===== config.mk =====
export PLATFORM = sky130hd
export DESIGN_NAME = seq_detect_ctrl
export DESIGN_NICKNAME = d
export VERILOG_FILES = /design/src/rtl/seq_detect_ctrl.sv
export SDC_FILE = /design/constraint.sdc
export NUM_CORES = 1
export LEC_CHECK = 0
export CORE_UTILIZATION = 25
export CTS_BUF_LIST = sky130_fd_sc_hd__clkbuf_4
export CTS_CLUSTER_DIAMETER = 30
export DETAILED_ROUTE_END_ITERATION = 10
export PLACE_DENSITY = 0.47
export SYNTH_ARGS = -nofsm -noshare
export SYNTH_HDL_FRONTEND = slang
export SYNTH_SLANG_ARGS = --single-unit

===== constraint.sdc =====
create_clock -name clk -period 5.7 [get_ports clk]
set_input_delay 0.57 -clock clk [delete_from_list [all_inputs] [get_ports clk]]
set_output_delay 0.57 -clock clk [all_outputs]
set_load 0.05 [all_outputs]

===== src/rtl/seq_detect_ctrl.sv =====
// Programmable serial-pattern detector on a single-bit stream with a
// valid/ready configuration port, match counting and a stop-on-limit option.
module seq_detect_ctrl #(
  parameter int MAX_LEN = 8,
  parameter int CNT_W   = 8
) (
  input  logic                         clk,
  input  logic                         rst_n,
  input  logic                         cfg_valid,
  output logic                         cfg_ready,
  input  logic [MAX_LEN-1:0]           cfg_pattern,
  input  logic [$clog2(MAX_LEN+1)-1:0] cfg_len,
  input  logic                         cfg_overlap,
  input  logic [CNT_W-1:0]             cfg_limit,
  output logic                         cfg_err,
  input  logic                         arm,
  input  logic                         bit_valid,
  input  logic                         bit_in,
  output logic                         match,
  output logic [CNT_W-1:0]             match_count,
  output logic                         busy,
  output logic                         done
);

  localparam int LEN_W = $clog2(MAX_LEN+1);

  localparam logic [1:0] ST_IDLE  = 2'd0;
  localparam logic [1:0] ST_ARMED = 2'd1;
  localparam logic [1:0] ST_DONE  = 2'd2;

  // Reset configuration reproduces the legacy fixed 11011 non-overlapping detector.
  localparam logic [MAX_LEN-1:0] DEF_PAT = MAX_LEN'(5'b11011);
  localparam logic [LEN_W-1:0]   DEF_LEN = LEN_W'(5);

  logic [1:0]         state_r;
  logic [MAX_LEN-1:0] pat_r;
  logic [LEN_W-1:0]   len_r;
  logic               ovl_r;
  logic [CNT_W-1:0]   lim_r;
  logic [MAX_LEN-1:0] hist_r;
  logic [LEN_W-1:0]   fill_r;
  logic [CNT_W-1:0]   cnt_r;
  logic               match_r;
  logic               err_r;
  logic               busy_r;
  logic               done_r;

  logic [MAX_LEN-1:0] nh_s;
  logic [MAX_LEN-1:0] mask_s;
  logic [LEN_W-1:0]   fill_inc_s;
  logic [CNT_W-1:0]   cnt_inc_s;
  logic               fill_ok_s;
  logic               hit_s;
  logic               len_ok_s;

  // Candidate history, compare mask, saturating increments and hit detection.
  always_comb begin
    nh_s       = {hist_r[MAX_LEN-2:0], bit_in};
    mask_s     = {MAX_LEN{1'b0}};
    for (int i = 0; i < MAX_LEN; i++) begin
      mask_s[i] = (LEN_W'(i) < len_r);
    end
    fill_inc_s = (fill_r >= len_r) ? len_r : fill_r + LEN_W'(1);
    cnt_inc_s  = (cnt_r == {CNT_W{1'b1}}) ? cnt_r : cnt_r + CNT_W'(1);
    fill_ok_s  = (({1'b0, fill_r} + (LEN_W+1)'(1)) >= {1'b0, len_r});
    hit_s      = fill_ok_s && (((nh_s ^ pat_r) & mask_s) == {MAX_LEN{1'b0}});
    len_ok_s   = (cfg_len != {LEN_W{1'b0}}) && (cfg_len <= LEN_W'(MAX_LEN));
  end

  // Controller state, configuration registers, shift history and counters.
  always_ff @(posedge clk or negedge rst_n) begin
    if (!rst_n) begin
      state_r <= ST_IDLE;
      pat_r   <= DEF_PAT;
      len_r   <= DEF_LEN;
      ovl_r   <= 1'b0;
      lim_r   <= {CNT_W{1'b0}};
      hist_r  <= {MAX_LEN{1'b0}};
      fill_r  <= {LEN_W{1'b0}};
      cnt_r   <= {CNT_W{1'b0}};
      match_r <= 1'b0;
      err_r   <= 1'b0;
      busy_r  <= 1'b0;
      done_r  <= 1'b0;
    end else begin
      match_r <= 1'b0;
      err_r   <= 1'b0;
      case (state_r)
        ST_IDLE: begin
          if (cfg_valid) begin
            // Configuration takes priority; a simultaneous arm waits a cycle.
            if (len_ok_s) begin
              pat_r <= cfg_pattern;
              len_r <= cfg_len;
              ovl_r <= cfg_overlap;
              lim_r <= cfg_limit;
            end else begin
              err_r <= 1'b1;
            end
          end else if (arm) begin
            state_r <= ST_ARMED;
            cnt_r   <= {CNT_W{1'b0}};
            hist_r  <= {MAX_LEN{1'b0}};
            fill_r  <= {LEN_W{1'b0}};
            busy_r  <= 1'b1;
          end else begin
            state_r <= ST_IDLE;
          end
        end
        ST_ARMED: begin
          if (!arm) begin
            state_r <= ST_IDLE;
            hist_r  <= {MAX_LEN{1'b0}};
            fill_r  <= {LEN_W{1'b0}};
            busy_r  <= 1'b0;
          end else if (bit_valid) begin
            hist_r <= nh_s;
            if (hit_s) begin
              match_r <= 1'b1;
              cnt_r   <= cnt_inc_s;
              fill_r  <= ovl_r ? fill_inc_s : {LEN_W{1'b0}};
              if ((lim_r != {CNT_W{1'b0}}) && (cnt_inc_s == lim_r)) begin
                state_r <= ST_DONE;
                done_r  <= 1'b1;
              end else begin
                state_r <= ST_ARMED;
              end
            end else begin
              fill_r <= fill_inc_s;
            end
          end else begin
            state_r <= ST_ARMED;
          end
        end
        ST_DONE: begin
          if (!arm) begin
            state_r <= ST_IDLE;
            hist_r  <= {MAX_LEN{1'b0}};
            fill_r  <= {LEN_W{1'b0}};
            busy_r  <= 1'b0;
            done_r  <= 1'b0;
          end else begin
            state_r <= ST_DONE;
          end
        end
        default: begin
          state_r <= ST_IDLE;
          busy_r  <= 1'b0;
          done_r  <= 1'b0;
        end
      endcase
    end
  end

  assign cfg_ready   = (state_r == ST_IDLE);
  assign cfg_err     = err_r;
  assign match       = match_r;
  assign match_count = cnt_r;
  assign busy        = busy_r;
  assign done        = done_r;

endmodule

Word level (Yosys, flattened, before mapping)
Index checks and enable logic that the tools add are counted.
Storage, ports and cells
  logic and storage cells: 103
  output and inout bits: 13
  bits in registers: 46
  bits of input ports: 27
Operators by class
  $add $sub $neg: 3
  bitwise operators: 3
  reduce and logical (&&, ||, !) cells: 16
  order comparisons: 11
  mux-type cells: 44
  equality and inequality tests: 14
Operator list (number)
  8-bit 2-to-1 mux: 6
  4-bit 2-to-1 mux: 8
  7-bit 2-to-1 mux: 3
  7-bit case mux with 3 select lines: 1
  3-bit by 4-bit < comparator with 1-bit output (first input constant): 4
  8-bit case mux with 2 select lines: 1
  1-bit 2-to-1 mux: 15
  2-bit != test (second input constant): 7
  2-bit 2-to-1 mux: 6
  4-bit case mux with 3 select lines: 1
  6-bit AND reduction: 2
  8-bit by 1-bit adder with 8-bit output (second input constant): 1
  8-bit AND: 1
  8-bit == test: 1
  8-bit == test (second input constant): 1
  8-bit zero test: 1
  1-bit by 4-bit < comparator with 1-bit output (first input constant): 2
  2-bit by 4-bit < comparator with 1-bit output (first input constant): 2
  8-bit nonzero test: 1
  8-bit XOR: 1
  2-bit case mux with 3 select lines: 1
  3-bit AND reduction: 2
  4-bit by 1-bit adder with 5-bit output (second input constant): 1
  5-bit by 4-bit greater-or-equal comparator with 1-bit output: 1
  19 further kinds: 21

Depth between registers and ports, before layout
Gate-level depths: netlist of the first run.
  depth in word-level cells: 9
  gate-level depth with buffers: 10
  gate-level depth less buffers: 9

Worst setup path after synthesis of the first run
Ideal clock, no wire load.
  kind: register to register
  start: register cnt_r[1] (netlist: match_count[1])
  end: register done_r (netlist: done)
  arrival: 2.660 ns
  period minus slack after synthesis: 2.752 ns
  path slack: 2.948 ns
  cell stages (with the launch flop): 11
  path buffers: 3
  required time: 5.608 ns
  setup time: 0.092 ns
  cell sequence: dfrtp_1 -> ha_1 -> buf_6 -> and4_4 -> buf_6 -> and2_4 -> buf_6 -> o31ai_4 -> o2111ai_1 -> or4b_4 -> o31ai_2
Between the ends
  longest elaborated chain between the ends: 6
RTL lines
  from (decl): RTL line 42  | logic [CNT_W-1:0] cnt_r;
  from (signal assigned): RTL line 80  | cnt_r <= {CNT_W{1'b0}};
  from (signal assigned): RTL line 102  | cnt_r <= {CNT_W{1'b0}};
  from (signal assigned): RTL line 120  | cnt_r <= cnt_inc_s;
  8-bit by 1-bit adder with 8-bit output / 8-bit == test (equally long branches): RTL line 64  | cnt_inc_s = (cnt_r == {CNT_W{1'b1}}) ? cnt_r : cnt_r + CNT_W'(1);
  8-bit 2-to-1 mux *: RTL line 64
  8-bit == test *: RTL line 122  | if ((lim_r != {CNT_W{1'b0}}) && (cnt_inc_s == lim_r)) begin
  1-bit logical AND *: RTL line 122
  2-bit != test (no line) *
  6-bit AND reduction (no line) *
  to (signal assigned): RTL line 124  | done_r <= 1'b1;
  to (signal assigned): RTL line 141  | done_r <= 1'b0;
  to (signal assigned): RTL line 149  | done_r <= 1'b0;
  to (decl): RTL line 46  | logic done_r;
Mark *: on every way between the ends. The rest lies on a longest branch, timed or not.
A chain may end at the register's enable or synchronous reset.

Final worst setup path of the first run
  start: register fill_r[0]
  end: register cnt_r[2] (netlist: match_count[2])
Between the ends
  longest elaborated chain between the ends: 5
RTL lines
  from (decl): RTL line 41  | logic [LEN_W-1:0] fill_r;
  from (signal assigned): RTL line 79  | fill_r <= {LEN_W{1'b0}};
  from (signal assigned): RTL line 104  | fill_r <= {LEN_W{1'b0}};
  from (signal assigned): RTL line 114  | fill_r <= {LEN_W{1'b0}};
  4-bit by 1-bit adder with 5-bit output: RTL line 65  | fill_ok_s = (({1'b0, fill_r} + (LEN_W+1)'(1)) >= {1'b0, len_r});
  5-bit by 4-bit greater-or-equal comparator with 1-bit output: RTL line 65
  1-bit logical AND: RTL line 66  | hit_s = fill_ok_s && (((nh_s ^ pat_r) & mask_s) == {MAX_LEN{1'b0}});
  2-bit != test (no line)
  6-bit AND reduction (no line)
No other way between the ends.

==> reports/qor.json, run 1 <==
{
  "sta": {
    "worst_clock_skew_ns": 0.01297,
    "rsz0062_at_grt": "no",
    "timing.final.crit_period_ns": 2.957,
    "finalHoldViolCount": 0,
    "setup-tns-final_ns": 0,
    "achievable-frequency_ghz": 0.3382,
    "tightestPinTransition_ns": 1.104,
    "setup_ws_ns": 2.743,
    "final-max-slew-violation-count": 0,
    "period_share": 0.5188,
    "final-setup-viol-count": 0,
    "slew_headroom": 0.2588
  },
  "layout": {
    "regArea_um2": 1159,
    "utilization_of_the_core_after_routing": 0.3025,
    "flow.area_growth_from_synthesis_pct": 17.06,
    "layout-drive-gt1-share": 0.1118,
    "multiInputGateArea_um2": 1635,
    "num-fill-cells": 1212,
    "design.final.nets": 380,
    "antenna_cells": 0,
    "instances_no_fill": 483
  },
  "global_routing": {
    "gr-usage-all-layers": 0.1274,
    "first_global_vias": 2419,
    "grt_first_pass_wirelength_mm": 12.63,
    "antenna_found_initial": 0,
    "grt_max_degree": 47,
    "grt_total_ovfl": 0
  },
  "clock_tree": {
    "h-tree-depth": 2,
    "clockRootBuffer": "clkbuf_4",
    "clk_pin_slew_worst_paths_ns": 0.15,
    "worstSkewPairLatency_ns": 0.37,
    "post_cts.repair.setup_buffers": 0,
    "tritoncts": "yes",
    "hold_buffers": 0,
    "clockBufferDepth": 2,
    "clock_sinks": 46,
    "post_cts_resized": 0,
    "numCtsBuffers": 5
  },
  "synth": {
    "synth.yosys.seq_area_share": 0.3910,
    "yosys-top-cells-area": "dfrtp_1 (34%), ha_1 (5.9%), dfstp_2 (5.3%), mux2_2 (5.3%), nand2_1 (5.3%)",
    "async_flop_share": 1.000,
    "mappedNetlistArea_um2": 2963,
    "cell_taking_the_most_area_after_synthesis": "dfrtp_1",
    "synth.yosys.warnings": 0,
    "synth_cell_type_count": 62,
    "avgSynthCellArea_um2": 9.527,
    "synthesis.nets": 352,
    "synth-edff-count": 0,
    "yosys_most_used_dff": "dfrtp_1",
    "synthDominantCellAreaShare": 0.3378,
    "synthCells": 311,
    "postSynthRegisterBits": 46,
    "synthMostInstantiatedCell": "nand2_1",
    "synth.top_cells.by_count": "nand2_1 (42), dfrtp_1 (40), o21ai_0 (24), ha_1 (14), mux2_2 (14)"
  },
  "placed_design": {
    "place_inst": 475,
    "hpwl_mm": 5.479,
    "io_buffers": 39,
    "dp_slack_ns": 2.771,
    "final_wtd_congestion": 0.8408
  },
  "power": {
    "irDropWorstVdd_v": 0.0001670,
    "powerDensity_nw_per_um2": 397.6,
    "power_leakage_nw": 1.339,
    "report.power.total_mw": 1.379
  },
  "detailed_routing": {
    "routed_wl_met3_um": 254,
    "drt_wl_cell_um": 15.41,
    "route.antenna.remaining_nets": 0,
    "via_count": 2417,
    "viasPerCell": 5.004,
    "drt_wl_total_mm": 7.443,
    "drcViolationCount": 0,
    "drt-met1-wl_mm": 3.720,
    "drt_pass1_iterations": 4,
    "met2RoutedLength_mm": 3.384,
    "detail_route.iter0.violations": 81,
    "highest-signal-layer": "met4"
  },
  "critical_path": {
    "type_of_the_worst_setup_path": "reg2reg",
    "critical_path_startpoint_category": "register",
    "crit_path_end_kind": "register",
    "required_ns": 5.92,
    "critPathArrivalTime_ns": 3.17,
    "critical_path.max_fanout": 7
  },
  "outcome": {
    "run_status": "complete, no violations"
  },
  "floorplanning": {
    "die-area_um2": 12290,
    "row_count": 39,
    "chipHeight_um": 110.9,
    "initial_core_util": 0.2584,
    "io_pins": 40,
    "die_width_um": 110.9,
    "core_um2": 11470
  },
  "run": {
    "number_of_max_cap_violations": 0
  },
  "hold_path": {
    "hold_path_class": "in2async"
  }
}
-- path summary, 6_finish.rpt --
path	from	to	slack, ns	cells after the start
max in group asynchronous	rst_n	match_count[7]$_DFFE_PN0P_	5.03	2
hold / removal	rst_n	done$_DFFE_PN0P_	0.27	2
hold reg to reg	done$_DFFE_PN0P_	done$_DFFE_PN0P_	0.52	2
setup / recovery	fill_r[0]$_DFFE_PN0P_	match_count[2]$_DFFE_PN0P_	2.74	8
min in group clk	done$_DFFE_PN0P_	done$_DFFE_PN0P_	0.52	2
setup reg to reg	fill_r[0]$_DFFE_PN0P_	match_count[2]$_DFFE_PN0P_	2.74	8
-- flip-flops by register name, summed over array words and instances, names as in the netlist --
| signal | cells |
|---|---|
| hist_r | 7 |
| cfg_err | 1 |
| lim_r | 8 |
| match | 1 |
| done | 1 |
| match_count | 8 |
| fill_r | 4 |
| busy | 1 |
| len_r | 4 |
| ovl_r | 1 |
| state_r | 2 |
| pat_r | 8 |
-- critical path, stage by stage (launching register included) --
cell and delay (ns):
dfrtp_1 0.47, ha_1 0.34, ha_1 0.27, a21boi_0 0.17, o31ai_1 0.09, a22oi_1 0.26
o211ai_1 0.33, nor3_1 0.66, a311oi_1 0.20
-- where the power goes --
part | internal, mW | switching, mW
logic | 0.283 | 0.376
clock network | 0.0465 | 0.117
registers | 0.438 | 0.117
-- metal layers --
metal  vias to the layer above  track usage
met1                      1161       0.1769
met5                         -            0
met3                         6      0.02406
li1                       1202            -
met2                        48       0.1996
met4                         0      0.04000
-- layout make-up --
| type | count | area share |
|---|---|---|
| Timing Repair Buffer | 40 | 0.1133 |
| Multi-Input combinational cell | 233 | 0.4715 |
| Clock buffer | 5 | 0.01082 |
| Inverter | 13 | 0.01407 |
| Sequential cell | 46 | 0.3341 |
| Tap cell | 143 | 0.05159 |
| Clock inverter | 3 | 0.004690 |
-- logic make-up (layout without fill, tap and decap cells) --
| group | Yosys count | count (layout) | share of synthesized area |
|---|---|---|---|
| AND/OR/NAND/NOR | 96 | 96 | 0.1622 |
| AO/OA/AOI/OAI | 88 | 88 | 0.2069 |
| flip-flops | 46 | 46 | 0.3910 |
| buffers and inverters | 32 | 61 | 0.05785 |
| multiplexers | 18 | 18 | 0.06672 |
| XOR/XNOR | 17 | 17 | 0.05617 |
| adder cells (fa/ha/maj) | 14 | 14 | 0.05912 |
-- stage by stage --
step	hold WS, ns	area, um^2
floorplan	0.2744	2963
global placement	0.4779	3415
detailed placement	0.4999	3415
CTS	0.2822	3468
global route	0.2915	3468
finish	0.2736	3468
-- cells in the final DEF (no fill, tap or decap), types with 3 or more instances in the layout --
cell,instances
o31ai_1,3
nand4_1,4
nor2b_1,3
nor3_1,8
nand2b_1,3
dfrtp_1,40
nor4_1,4
xor2_1,5
mux2_2,14
xnor2_1,11
mux2i_1,4
o211ai_1,3
o21ai_0,24
a21o_1,3
a311oi_1,6
o2111ai_1,3
clkdlybuf4s50_1,38
inv_1,13
a21oi_1,12
a41oi_1,3
dfstp_2,6
nor2_1,10
nand2_1,42
a31oi_1,6
ha_1,14
nand3_1,6
clkbuf_4,5
Note: power is estimated with default switching activity, not from simulation.
==> run 2, diff against run 1 <==
Settings changed: PLACE_DENSITY 0.47 to 0.48.
Clock period 5.7 ns to 2.6 ns, I/O delays scaled along.
==> run 2 against run 1 <==
Against the previous run: sequential share of layout area fell by 1.4 points; wire length increased by 0.93%; sequential power is 110% higher; first-iteration DRC count is 53% higher; clock power up 120%; final cell count rose by 3.3%; utilization is 1.3 points higher; clock skew about the same; power increased by 130%; cell area up 4.4%; flip-flop and latch count did not move.
==> reports/qor.json, run 2 (synthesis results as in run 1) <==
{
  "critical_path": {
    "r2r_setup_slack": {"value": 0.16, "unit": "ns", "change": "was 2.74 ns"},
    "worst_r2r_startpoint": {"value": "fill_r[1]$_DFFE_PN0P_", "change": "was fill_r[0]$_DFFE_PN0P_"},
    "critPathArrivalTime": {"value": 2.75, "unit": "ns", "change": "was 3.17 ns"},
    "reg2reg_to": {"value": "done$_DFFE_PN0P_", "change": "was match_count[2]$_DFFE_PN0P_"},
    "critical_path.slowest_cell": {"value": "dfrtp_1", "change": "was nor3_1"},
    "worst_path_largest_cell_delay": {"value": 0.44, "unit": "ns", "change": "was 0.66 ns"},
    "crit_top_cell": {"value": "ha_1", "change": "unchanged"},
    "critical_path.max_fanout": {"value": 7, "change": "unchanged"},
    "reg2reg_depth": {"value": 9, "change": "was 8"},
    "critical_path_buf_inv_count": {"value": 1, "change": "was 0"},
    "critical_path_startpoint_category": {"value": "register", "change": "unchanged"},
    "required": {"value": 2.90, "unit": "ns", "change": "was 5.92 ns"},
    "crit_path_end_kind": {"value": "register", "change": "unchanged"},
    "crit_chain": {"value": "ha_1 > ha_1 > a21boi_0 > o31ai_1 > a22oi_1 > o211ai_1 > buf_4 > or4_1 > o31ai_2", "change": "was ha_1 > ha_1 > a21boi_0 > o31ai_1 > a22oi_1 > o211ai_1 > nor3_1 > a311oi_1"},
    "type_of_the_worst_setup_path": {"value": "reg2reg", "change": "unchanged"},
    "timing.critical_path.max_delay_family": {"value": "compound AO/OA/AOI/OAI gates", "change": "unchanged"}
  },
  "floorplanning": {
    "initial_core_util": {"value": 0.2584, "change": "unchanged"},
    "chipHeight": {"value": 110.9, "unit": "um", "change": "unchanged"},
    "row_count": {"value": 39, "change": "unchanged"},
    "die-area": {"value": 12290, "unit": "um^2", "change": "unchanged"},
    "die_width": {"value": 110.9, "unit": "um", "change": "unchanged"},
    "io_pins": {"value": 40, "change": "unchanged"},
    "core": {"value": 11470, "unit": "um^2", "change": "unchanged"}
  },
  "clock_tree": {
    "tritoncts": {"value": "yes", "change": "unchanged"},
    "clockRootBuffer": {"value": "clkbuf_4", "change": "unchanged"},
    "h-tree-depth": {"value": 2, "change": "unchanged"},
    "numCtsBuffers": {"value": 5, "change": "unchanged"},
    "clock_sinks": {"value": 46, "change": "unchanged"},
    "worstSkewPairLatency": {"value": 0.37, "unit": "ns", "change": "about the same"},
    "clockBufferDepth": {"value": 2, "change": "unchanged"},
    "clk_pin_slew_worst_paths": {"value": 0.16, "unit": "ns", "change": "was 0.15 ns"}
  },
  "layout": {
    "layout-drive-gt1-share": {"value": 0.1685, "change": "was 0.1118"},
    "design.final.nets": {"value": 396, "change": "was 380"},
    "antenna_cells": {"value": 0, "change": "unchanged"},
    "flow.area_growth_from_synthesis": {"value": 22.25, "unit": "%", "change": "was 17.06%"},
    "finish.instance_area": {"value": 3622, "unit": "um^2", "change": "was 3468 um^2"},
    "instances_no_fill": {"value": 499, "change": "was 483"},
    "utilization_of_the_core_after_routing": {"value": 0.3159, "change": "was 0.3025"},
    "mostFrequentLayoutCell": {"value": "nand2_1", "change": "unchanged"},
    "top_library_cells_by_usage_in_the_layout_fill_and_taps_aside": {"value": "nand2_1 (42), dfrtp_1 (38), clkdlybuf4s50_1 (37)", "change": "was nand2_1 (42), dfrtp_1 (40), clkdlybuf4s50_1 (38)"}
  },
  "detailed_routing": {
    "route.antenna.remaining_nets": {"value": 0, "change": "unchanged"},
    "drt-met1-wl": {"value": 3.829, "unit": "mm", "change": "was 3.720 mm"},
    "drt_wl_cell": {"value": 15.05, "unit": "um", "change": "was 15.41 um"},
    "viasPerCell": {"value": 5.060, "change": "was 5.004"},
    "highest-signal-layer": {"value": "met4", "change": "unchanged"},
    "met2RoutedLength": {"value": 3.308, "unit": "mm", "change": "was 3.384 mm"},
    "routed_wl_met3": {"value": 291, "unit": "um", "change": "was 254 um"},
    "detail_route.iter0.violations": {"value": 124, "change": "was 81"},
    "drt_pass1_iterations": {"value": 5, "change": "was 4"},
    "via_count": {"value": 2525, "change": "was 2417"},
    "drt_wl_total": {"value": 7.512, "unit": "mm", "change": "was 7.443 mm"},
    "drcViolationCount": {"value": 0, "change": "unchanged"}
  },
  "sta": {
    "worst_clock_skew": {"value": 0.01261, "unit": "ns", "change": "was 0.01297 ns"},
    "period_share": {"value": 0.9394, "change": "was 0.5188"},
    "final-max-slew-violation-count": {"value": 0, "change": "unchanged"},
    "slew_headroom": {"value": 0.6259, "change": "was 0.2588"},
    "rsz0062_at_grt": {"value": "no", "change": "unchanged"},
    "final-setup-viol-count": {"value": 0, "change": "unchanged"},
    "finalHoldViolCount": {"value": 0, "change": "unchanged"},
    "setup-tns-final": {"value": 0, "unit": "ns", "change": "unchanged"},
    "timing.final.crit_period": {"value": 2.443, "unit": "ns", "change": "was 2.957 ns"},
    "achievable-frequency": {"value": 0.4094, "unit": "GHz", "change": "was 0.3382 GHz"},
    "tightestPinTransition": {"value": 0.5612, "unit": "ns", "change": "was 1.104 ns"},
    "hold_ws": {"value": 0.3578, "unit": "ns", "change": "was 0.2736 ns"},
    "setup_ws": {"value": 0.1574, "unit": "ns", "change": "was 2.743 ns"}
  },
  "global_routing": {
    "first_global_vias": {"value": 2513, "change": "was 2419"},
    "gr-usage-all-layers": {"value": 0.1332, "change": "was 0.1274"},
    "grt_max_degree": {"value": 28, "change": "was 47"},
    "antenna_found_initial": {"value": 0, "change": "unchanged"},
    "grt_first_pass_wirelength": {"value": 13.32, "unit": "mm", "change": "was 12.63 mm"},
    "grt_total_ovfl": {"value": 0, "change": "unchanged"}
  },
  "placed_design": {
    "hpwl": {"value": 5.713, "unit": "mm", "change": "was 5.479 mm"},
    "io_buffers": {"value": 39, "change": "unchanged"},
    "placed_cell_area": {"value": 3537, "unit": "um^2", "change": "was 3415 um^2"},
    "place_inst": {"value": 489, "change": "was 475"},
    "final_wtd_congestion": {"value": 0.8488, "change": "was 0.8408"},
    "dp_slack": {"value": 0.1153, "unit": "ns", "change": "was 2.771 ns"}
  },
  "power": {
    "power_leakage": {"value": 1.414, "unit": "nW", "change": "was 1.339 nW"},
    "report.power.total": {"value": 3.178, "unit": "mW", "change": "was 1.379 mW"},
    "irDropWorstVdd": {"value": 0.0004810, "unit": "V", "change": "was 0.0001670 V"},
    "powerDensity": {"value": 877.5, "unit": "nW/um^2", "change": "was 397.6 nW/um^2"}
  },
  "hold_path": {
    "hold_path_class": {"value": "in2async", "change": "unchanged"}
  },
  "run": {
    "number_of_max_cap_violations": {"value": 0, "change": "unchanged"}
  },
  "outcome": {
    "run_status": {"value": "complete, no violations", "change": "unchanged"}
  }
}
==> run 2: cell types whose count changed in the layout (fill, tap and decap cells not counted), sizes merged <==
cell           change
clkdlybuf4s50      -1
clkinvlp           +1
dlymetal6s2s       +1
buf               +15
clkinv             -1
dlygate4sd3        +1
==> run 2: what timing repair did <==
action	CTS	global route
hold buffers	1	0
buffers inserted	0	1
hold endpoints to repair	17	0
gates resized for setup	0	3
endpoints found under the setup margin	0	11
==> run 2: worst register-to-register path, stage by stage (launching register included) <==
cell and delay (ns):
dfrtp_1 0.44, ha_1 0.30, ha_1 0.27, a21boi_0 0.17, o31ai_1 0.08, a22oi_1 0.23, o211ai_1 0.12, buf_4 0.18
or4_1 0.41, o31ai_2 0.18
==> run 2: how the worst max path moves through the flow <==
stage / startpoint / to / slack [ns] / cells after the start
5_1_grt: fill_r[1]$_DFFE_PN0P_ / match_count[2]$_DFFE_PN0P_ / 0.0009 / 9
6_report: fill_r[1]$_DFFE_PN0P_ / done$_DFFE_PN0P_ / 0.16 / 9
4_1_cts: state_r[0]$_DFFE_PN0P_ / cfg_ready / 0.07 / 3
3_5_place_dp: fill_r[1]$_DFFE_PN0P_ / done$_DFFE_PN0P_ / 0.12 / 8
3_3_place_gp: match_count[2]$_DFFE_PN0P_ / done$_DFFE_PN0P_ / 0.16 / 6
2_1_floorplan: match_count[1]$_DFFE_PN0P_ / done$_DFFE_PN0P_ / 0.004 / 10
==> run 2: area by class of cell <==
cell class | count | area (um^2)
clock buffers | 5 | 37.54
clock inverters | 3 | 21.27
fillers | 1196 | 7845
inverters | 13 | 48.80
multi-input cells | 233 | 1644
flip-flops and latches | 46 | 1161
well taps | 143 | 178.9
repair buffers | 56 | 530.5
==> run 2: metal layers <==
layer | vias up | global-route usage
met5 | - | 0
met2 | 60 | 0.2058
met3 | 7 | 0.01804
met4 | 0 | 0.03644
met1 | 1218 | 0.1936
li1 | 1240 | -
==> run 2: power by group <==
group / switching, mW / internal [mW]
combinational: 0.900 / 0.734
sequential: 0.216 / 0.964
clock: 0.258 / 0.106
total: 1.37 / 1.80
